[src/rtl/symtab_seq.sv]
// Runtime-loadable symbol table: registered index->char lookup plus a
// multi-cycle char->index search over LANES entries per cycle.
// Optional feature macro: SYMTAB_DEFAULT_ALPHA_EN (reset preloads "A".."Z").
module symtab_seq #(
    parameter int CHAR_W = 8,
    parameter int IDX_W  = 5,
    parameter int DEPTH  = 32,
    parameter int LANES  = 4
) (
    input  logic              clk,
    input  logic              rst_n,
    input  logic              wr_en,
    input  logic [IDX_W-1:0]  wr_idx,
    input  logic [CHAR_W-1:0] wr_ch,
    input  logic              clr,
    input  logic              fwd_req,
    input  logic [IDX_W-1:0]  fwd_idx,
    output logic              fwd_vld,
    output logic [CHAR_W-1:0] fwd_ch,
    output logic              fwd_hit,
    input  logic              rev_req,
    input  logic [CHAR_W-1:0] rev_ch,
    output logic              rev_rdy,
    output logic              rev_done,
    output logic              rev_found,
    output logic [IDX_W-1:0]  rev_idx
);

    localparam int NGRP  = DEPTH / LANES;
    localparam int GRP_W = (NGRP > 1) ? $clog2(NGRP) : 1;
    localparam logic [IDX_W:0] DEPTH_L = (IDX_W + 1)'(DEPTH);

    typedef enum logic [0:0] {IDLE = 1'b0, SCAN = 1'b1} state_t;

    logic [CHAR_W-1:0] data_r [DEPTH];
    logic [DEPTH-1:0]  valid_r;

    state_t            state_r, state_nxt_s;
    logic [GRP_W-1:0]  grp_r;
    logic [CHAR_W-1:0] key_r;

    logic              any_hit_s;
    logic [IDX_W-1:0]  hit_idx_s;
    logic              last_grp_s;

    logic              fwd_hit_s;
    logic [CHAR_W-1:0] fwd_ch_s;
    logic              fwd_vld_r, fwd_hit_r;
    logic [CHAR_W-1:0] fwd_ch_r;

    logic              rev_rdy_s, rev_done_s, rev_found_s;
    logic [IDX_W-1:0]  rev_idx_s;
    logic              rev_done_r, rev_found_r;
    logic [IDX_W-1:0]  rev_idx_r;

    // Table storage: clr beats wr_en; clr leaves data untouched
    always_ff @(posedge clk) begin
        if (!rst_n) begin
            for (int i = 0; i < DEPTH; i++) begin
`ifdef SYMTAB_DEFAULT_ALPHA_EN
                data_r[i]  <= (i < 26) ? CHAR_W'(8'd65 + i) : '0;
                valid_r[i] <= (i < 26) ? 1'b1 : 1'b0;
`else
                data_r[i]  <= '0;
                valid_r[i] <= 1'b0;
`endif
            end
        end else if (clr) begin
            valid_r <= '0;
        end else if (wr_en && ({1'b0, wr_idx} < DEPTH_L)) begin
            data_r[wr_idx]  <= wr_ch;
            valid_r[wr_idx] <= 1'b1;
        end
    end

    // Forward read of pre-edge contents
    always_comb begin
        fwd_hit_s = 1'b0;
        fwd_ch_s  = '0;
        if (({1'b0, fwd_idx} < DEPTH_L) && valid_r[fwd_idx]) begin
            fwd_hit_s = 1'b1;
            fwd_ch_s  = data_r[fwd_idx];
        end else begin
            fwd_hit_s = 1'b0;
            fwd_ch_s  = '0;
        end
    end

    // Forward result registers; ch/hit hold between requests
    always_ff @(posedge clk) begin
        if (!rst_n) begin
            fwd_vld_r <= 1'b0;
            fwd_hit_r <= 1'b0;
            fwd_ch_r  <= '0;
        end else begin
            fwd_vld_r <= fwd_req;
            if (fwd_req) begin
                fwd_hit_r <= fwd_hit_s;
                fwd_ch_r  <= fwd_ch_s;
            end
        end
    end

    // Compare the current group; scanning lanes high-to-low leaves the lowest hit
    always_comb begin
        logic [IDX_W-1:0] e_v;
        any_hit_s = 1'b0;
        hit_idx_s = '0;
        e_v       = '0;
        for (int l = LANES - 1; l >= 0; l--) begin
            e_v = IDX_W'(int'(grp_r) * LANES + l);
            if (valid_r[e_v] && (data_r[e_v] == key_r)) begin
                any_hit_s = 1'b1;
                hit_idx_s = e_v;
            end else begin
                any_hit_s = any_hit_s;
            end
        end
        last_grp_s = (grp_r == GRP_W'(NGRP - 1));
    end

    // Reverse FSM state register
    always_ff @(posedge clk) begin
        if (!rst_n) begin
            state_r <= IDLE;
        end else begin
            state_r <= state_nxt_s;
        end
    end

    // Reverse FSM next state
    always_comb begin
        state_nxt_s = state_r;
        case (state_r)
            IDLE: begin
                if (rev_req) state_nxt_s = SCAN;
                else         state_nxt_s = IDLE;
            end
            SCAN: begin
                if (any_hit_s || last_grp_s) state_nxt_s = IDLE;
                else                         state_nxt_s = SCAN;
            end
            default: state_nxt_s = IDLE;
        endcase
    end

    // Reverse FSM outputs and next result values
    always_comb begin
        rev_rdy_s   = (state_r == IDLE);
        rev_done_s  = 1'b0;
        rev_found_s = rev_found_r;
        rev_idx_s   = rev_idx_r;
        if ((state_r == SCAN) && (any_hit_s || last_grp_s)) begin
            rev_done_s  = 1'b1;
            rev_found_s = any_hit_s;
            rev_idx_s   = any_hit_s ? hit_idx_s : '0;
        end else begin
            rev_done_s  = 1'b0;
        end
    end

    // Search datapath: key capture, group counter, result registers
    always_ff @(posedge clk) begin
        if (!rst_n) begin
            grp_r       <= '0;
            key_r       <= '0;
            rev_done_r  <= 1'b0;
            rev_found_r <= 1'b0;
            rev_idx_r   <= '0;
        end else begin
            rev_done_r  <= rev_done_s;
            rev_found_r <= rev_found_s;
            rev_idx_r   <= rev_idx_s;
            if ((state_r == IDLE) && rev_req) begin
                key_r <= rev_ch;
                grp_r <= '0;
            end else if (state_r == SCAN) begin
                grp_r <= grp_r + GRP_W'(1);
            end
        end
    end

    assign fwd_vld   = fwd_vld_r;
    assign fwd_ch    = fwd_ch_r;
    assign fwd_hit   = fwd_hit_r;
    assign rev_rdy   = rev_rdy_s;
    assign rev_done  = rev_done_r;
    assign rev_found = rev_found_r;
    assign rev_idx   = rev_idx_r;

endmodule

[config.mk]
export PLATFORM = sky130hd
export DESIGN_NAME = symtab_seq
export DESIGN_NICKNAME = d
export VERILOG_FILES = /design/src/rtl/symtab_seq.sv
export SDC_FILE = /design/constraint.sdc
export NUM_CORES = 1
export LEC_CHECK = 0
export ABC_AREA = 1
export BUFFER_PORTS_ARGS = -buffer_cell sky130_fd_sc_hd__buf_2
export CAP_MARGIN = 20
export CORE_MARGIN = 10
export CORE_UTILIZATION = 51
export CTS_BUF_LIST = sky130_fd_sc_hd__clkbuf_16
export CTS_CLUSTER_SIZE = 14
export DETAILED_ROUTE_END_ITERATION = 12
export PLACE_DENSITY = 0.71
export SYNTH_ARGS = -nofsm -noshare
export SYNTH_HDL_FRONTEND = slang
export SYNTH_SLANG_ARGS = --single-unit
[constraint.sdc]
create_clock -name clk -period 2.4 [get_ports clk]
set_input_delay 0.24 -clock clk [delete_from_list [all_inputs] [get_ports clk]]
set_output_delay 0.24 -clock clk [all_outputs]
set_load 0.005 [all_outputs]
After elaboration in Yosys (flattened, before gate mapping)
Memory sizes are Yosys's and may differ from the RTL's. A register that Yosys moved wholly into a read port is not among the register bits.
Index checks and enable logic that the tools add are counted.
- register bits: 61
- memory bits (writable): 256
- input port bits: 32
- logic and storage cells: 78
- memories: 1
- memory list (memory ; words ; width ; rd ports ; clocked after memory_dff ; wr ports ; line ; text):
    data_r ; 32 ; 8 ; 5 ; 1 ; 32 ; 35 ; logic [CHAR_W-1:0] data_r [DEPTH];
- $add $sub $neg: 4
- $lt $le $gt $ge: 7
- eq/ne operators: 5
- muxes and demuxes: 37
- bitwise gates (word level): 3
- reduce and logical (&&, ||, !) cells: 11
- operators by type and width (cell ; count):
    $mux W5 ; 8
    $lt A5 B6 Y1 const B ; 6
    $eq A8 B8 Y1 ; 4
    $or A32 B32 Y32 ; 1
    $bmux W1 S5 ; 4
    $mux W1 ; 20
    $mux W8 ; 2
    $add A5 B2 Y5 const B ; 2
    $reduce_or A8 Y1 ; 1
    $logic_and A1 B1 Y1 ; 7
    $add A5 B1 Y5 const B ; 1
    $demux W1 S5 ; 1
    $ge A5 B1 Y1 const B ; 1
    $reduce_or A2 Y1 ; 2
    $add A3 B1 Y3 const B ; 1
    $bmux W1 S3 ; 1
    $eq A3 B3 Y1 const B ; 1
    $not A1 Y1 ; 2
    $pmux W1 S2 ; 1
    $logic_or A1 B1 Y1 ; 1

Depth between registers and ports, before layout
- depth after elaboration: 11
- gate-level depth with buffers: 19
- gate-level depth less buffers: 17

Worst setup path after synthesis
OpenSTA, ideal clock, no wires.
- path type: input -> register
- start: in rst_n
- end: mem data_r[10][0], enable pin
- library setup time: 0.329 ns
- data arrival time: 1.641 ns
- data required time: 2.071 ns
- slack: 0.430 ns
- cell stages on the path: 7
- buffers on the path: 1
- cells stage by stage: buf_2 inv_2 nor2_2 nand2_1 nor2_1 nand2_1 nand2_1
- RTL lines (element ; line ; text):
    start: declaration ; 11 ; input logic rst_n,
    end: declaration ; 35 ;

Worst setup path in the final report
- start: reg grp_r[0]
- end: reg rev_idx_r[1] (netlist: rev_idx[1])
- longest elaborated chain between the ends: 10
- elaborated cells between the ends (all ways): 31
- those cells by class: add/sub (3); eq/ne (4); mux (17); reduce/logical (6); memory (1)
- RTL lines (element ; line ; text):
    start: declaration ; 39 ; logic [GRP_W-1:0] grp_r;
    start signal: assignment ; 178 ; grp_r <= grp_r + GRP_W'(1);
    $add A5 B2 Y5 ; 111 ; e_v = IDX_W'(int'(grp_r) * LANES + l);
    $mem_v2 Z32 W8 / $bmux W1 S5 (equally long branches) ; -- ;
    $eq A8 B8 Y1 / $mux W1 (equally long branches) ; 112 ; if (valid_r[e_v] && (data_r[e_v] == key_r)) begin
    $logic_and A1 B1 Y1 ; 112 ;
    $mux W1 (4 in series) ; 112 ;
    $logic_or A1 B1 Y1 ; 153 ; if ((state_r == SCAN) && (any_hit_s || last_grp_s)) begin
    $logic_and A1 B1 Y1 ; 153 ;
    end signal: assignment ; 173 ; rev_idx_r <= rev_idx_s;
    end: declaration ; 54 ; logic [IDX_W-1:0] rev_idx_r;
Several ways; a longest one is shown, not always the timed one. The select of a mux whose other input is x is not followed.
A chain may end at the register's enable or synchronous reset.

==> run metrics <==
vias in the first global route=15,210; Leak Pwr=8.677 nW; I/O pins=50; Crit. End Element=register; Area Overhead vs Synth=15.65%; Hold WS=0.03608 ns; wire per inst=25.34 µm; Sum Neg Setup Slack=0 ns; DRT antenna net count=0; Placement Cell Area=18,510 µm²; clk sink count=320; nets=2,329; GRT Util Overall=31.86%; Root Driver=clkbuf_16; final instance area=20,100 µm²; Worst EP required=2.87 ns; first-pass GRT wire length=98.47 mm; Min Clock Period, post-route=2.373 ns; die height=204.6 µm; final count of negative-setup-slack endpoints=0; Starting Density=around half; syn avg cell area=7.783 µm²; pwr dens=around 690 nW/µm²; final hold violation count=0; Via density=approximately 6.1; H-tree lvl count=2; cts bufs inserted=36; drt drc=0; VDD IR max=0.5507 mV; Synth top area share=44.23%; # fillers=approximately 3,000; Hold Crit Class=in2reg; synth top area cells=edfxtp_1, nand2_1, nor2_1; clock latency at the later pin of the worst-skew pair=0.56 ns; Total Wirelength=70.20 mm; pin count of the biggest net entering global routing=78; port bufs=49; full die area=41,860 µm²; synthesized cell area=17,380 µm²; Crit Path Category=reg2reg; DR iter-0 viols=approximately 3,000; CTS clock-pin slew for the worst setup and hold paths=0.07 ns; status=finished, final reports clean; Clock Skews=0.02533 ns; DRT Pass-1 Iters=7; initial antenna violation count=0; Die Span X=204.6 µm; CP cell instances=buf_8 > buf_12 > clkbuf_16 > a21oi_1 > o21ai_0 > nand3_1 > nand2_1 > nand2_1 > nand2_1 > nand3_1 > nor2_1 > buf_4 > nor2_4 > nand3_2 > nand2_4 > nand2_1 > a21oi_2; grt total ovfl=0; max-cap violations=0; register area share after synthesis=51.61%; RSZ-0062 raised after global routing=yes; fmax=421.3 MHz; CP max FO=11; pre-CTS setup slack=0.05240 ns; final core utilization=59.79%; Net Count, Synth=2,267; placed cell count=2,688; # rows=67; Worst-Margin Slew=~0.72 ns; CTS tree=done; post-synthesis cell count=2,233; Ys Warns=0; core area=33,620 µm²; CP peak stage delay=0.39 ns; most frequent CP cell=nand2_1; Longest Clk Path Bufs=3; CP arrival=2.84 ns; slew margin rel.=52.21%; Final Cycle Share=98.89%; Synth Register Bits=320; DR vias=about 17,000; final std cells w/o fill=2,770; Netlist cell types=28; fraction of layout cells with a size suffix above 1=11.24%; crit path max-delay cell type=dfxtp_4; routability-driven placement congestion ratio=1.063; max-slew violations=0; Final HPWL DP=just under 50 mm; total power draw=13.88 mW; startpoint types=register; Setup WS post-layout=0.02659 ns; ant diodes=0; Yosys top cell by area=edfxtp_1
-- repair_timing --
item | in CTS | in global routing
hold buffers | 1 | 0
gates cloned | 0 | 8
pin swaps | 1 | 16
endpoints found under the hold margin | 1 | 0
setup endpoints to repair | 1 | 7
resized for setup | 0 | 33
setup buffers | 1 | 7
-- worst paths after layout --
| path | depth (start not counted) | from | end | slack (ns) |
|---|---|---|---|---|
| worst max register to register | 17 | grp_r[0] | rev_idx[1] | 0.03 |
| worst min-delay path | 3 | fwd_req | fwd_vld | 0.04 |
| worst max-delay path | 17 | grp_r[0] | rev_idx[1] | 0.03 |
| worst min register to register | 2 | fwd_ch[6] | fwd_ch[6] | 0.46 |
-- worst max-delay path: cells and delay by family, from the launching register on --
kind,cells,cell delay (ns)
flip-flops,1,0.39
AO/OA/AOI/OAI,3,0.36
buffers and inverters,4,0.58
AND/OR/NAND/NOR,10,0.96
-- cell usage after synthesis --
library cell and count:
edfxtp_1 256, o21ai_0 193, nor2_1 364, dfxtp_1 64, nor3_1 8, nand2_4 1, o21ai_1 10, nand3_1 271
nand3_2 1, buf_2 34, clkbuf_1 76, buf_1 18, clkinv_1 3, buf_4 3, a21oi_1 168, o22ai_1 3
o211ai_2 4, nor2_2 3, inv_2 3, nand2_1 477, ha_1 2, o221ai_1 4, inv_1 212, a21o_1 1
buf_6 16, o211ai_1 28, nand4_1 8, nor3_2 2
-- cells by family after synthesis --
group	synth area share, %
adders and majority gates	0.1440
buffers and inverters	8.884
DFF	51.61
and+or+nand+nor	26.83
AOI/OAI and AO/OA	12.53
-- cell usage in the layout, fill, tap and decap left out, types with 7 or more instances in the layout --
cell type	netlist	final
dfxtp_1	64	62
nand3_2	1	7
nand3_1	271	265
o211ai_1	28	28
nand2_1	477	474
inv_1	212	218
o21ai_0	193	185
nor2_1	364	360
buf_12	0	21
buf_2	34	48
o21ai_1	10	16
a21oi_1	168	165
edfxtp_1	256	256
nor3_1	8	8
nand4_1	8	8
clkbuf_16	0	50
buf_4	3	90
-- routing by layer --
| layer | vias to the layer above | track usage, % | wire length [µm] |
|---|---|---|---|
| li1 | 7524 | - | - |
| met5 | - | 0 | 0 |
| met3 | 211 | 10.12 | 10870 |
| met1 | 7901 | 44.51 | 27260 |
| met2 | 1361 | 45.12 | 29140 |
| met4 | 0 | 12.09 | 2927 |
-- final cells by class --
cell class	count	area, µm²	area share [%]
Inverter	218	820.8	4.084
Timing Repair Buffer	171	1587	7.893
Multi-Input combinational cell	1548	6938	34.52
Clock inverter	22	143.9	0.7159
Sequential cell	320	8974	44.65
Clock buffer	43	1076	5.354
Tap cell	448	560.5	2.789
-- report_power, final --
part | internal (mW) | total [mW] | switching [mW]
sequential | 6.24 | 6.40 | 0.162
clock | 3.31 | 5.69 | 2.37
combinational | 0.519 | 1.79 | 1.27
-- state kept, by name (all words and copies together) (netlist names), named ones only --
name	flops
valid_r	32
key_r	8
fwd_hit	1
fwd_vld	1
state_r	1
rev_idx	5
grp_r	3
fwd_ch	8
rev_found	1
data_r	256
rev_done	1
(Power assumes the default switching activity.)
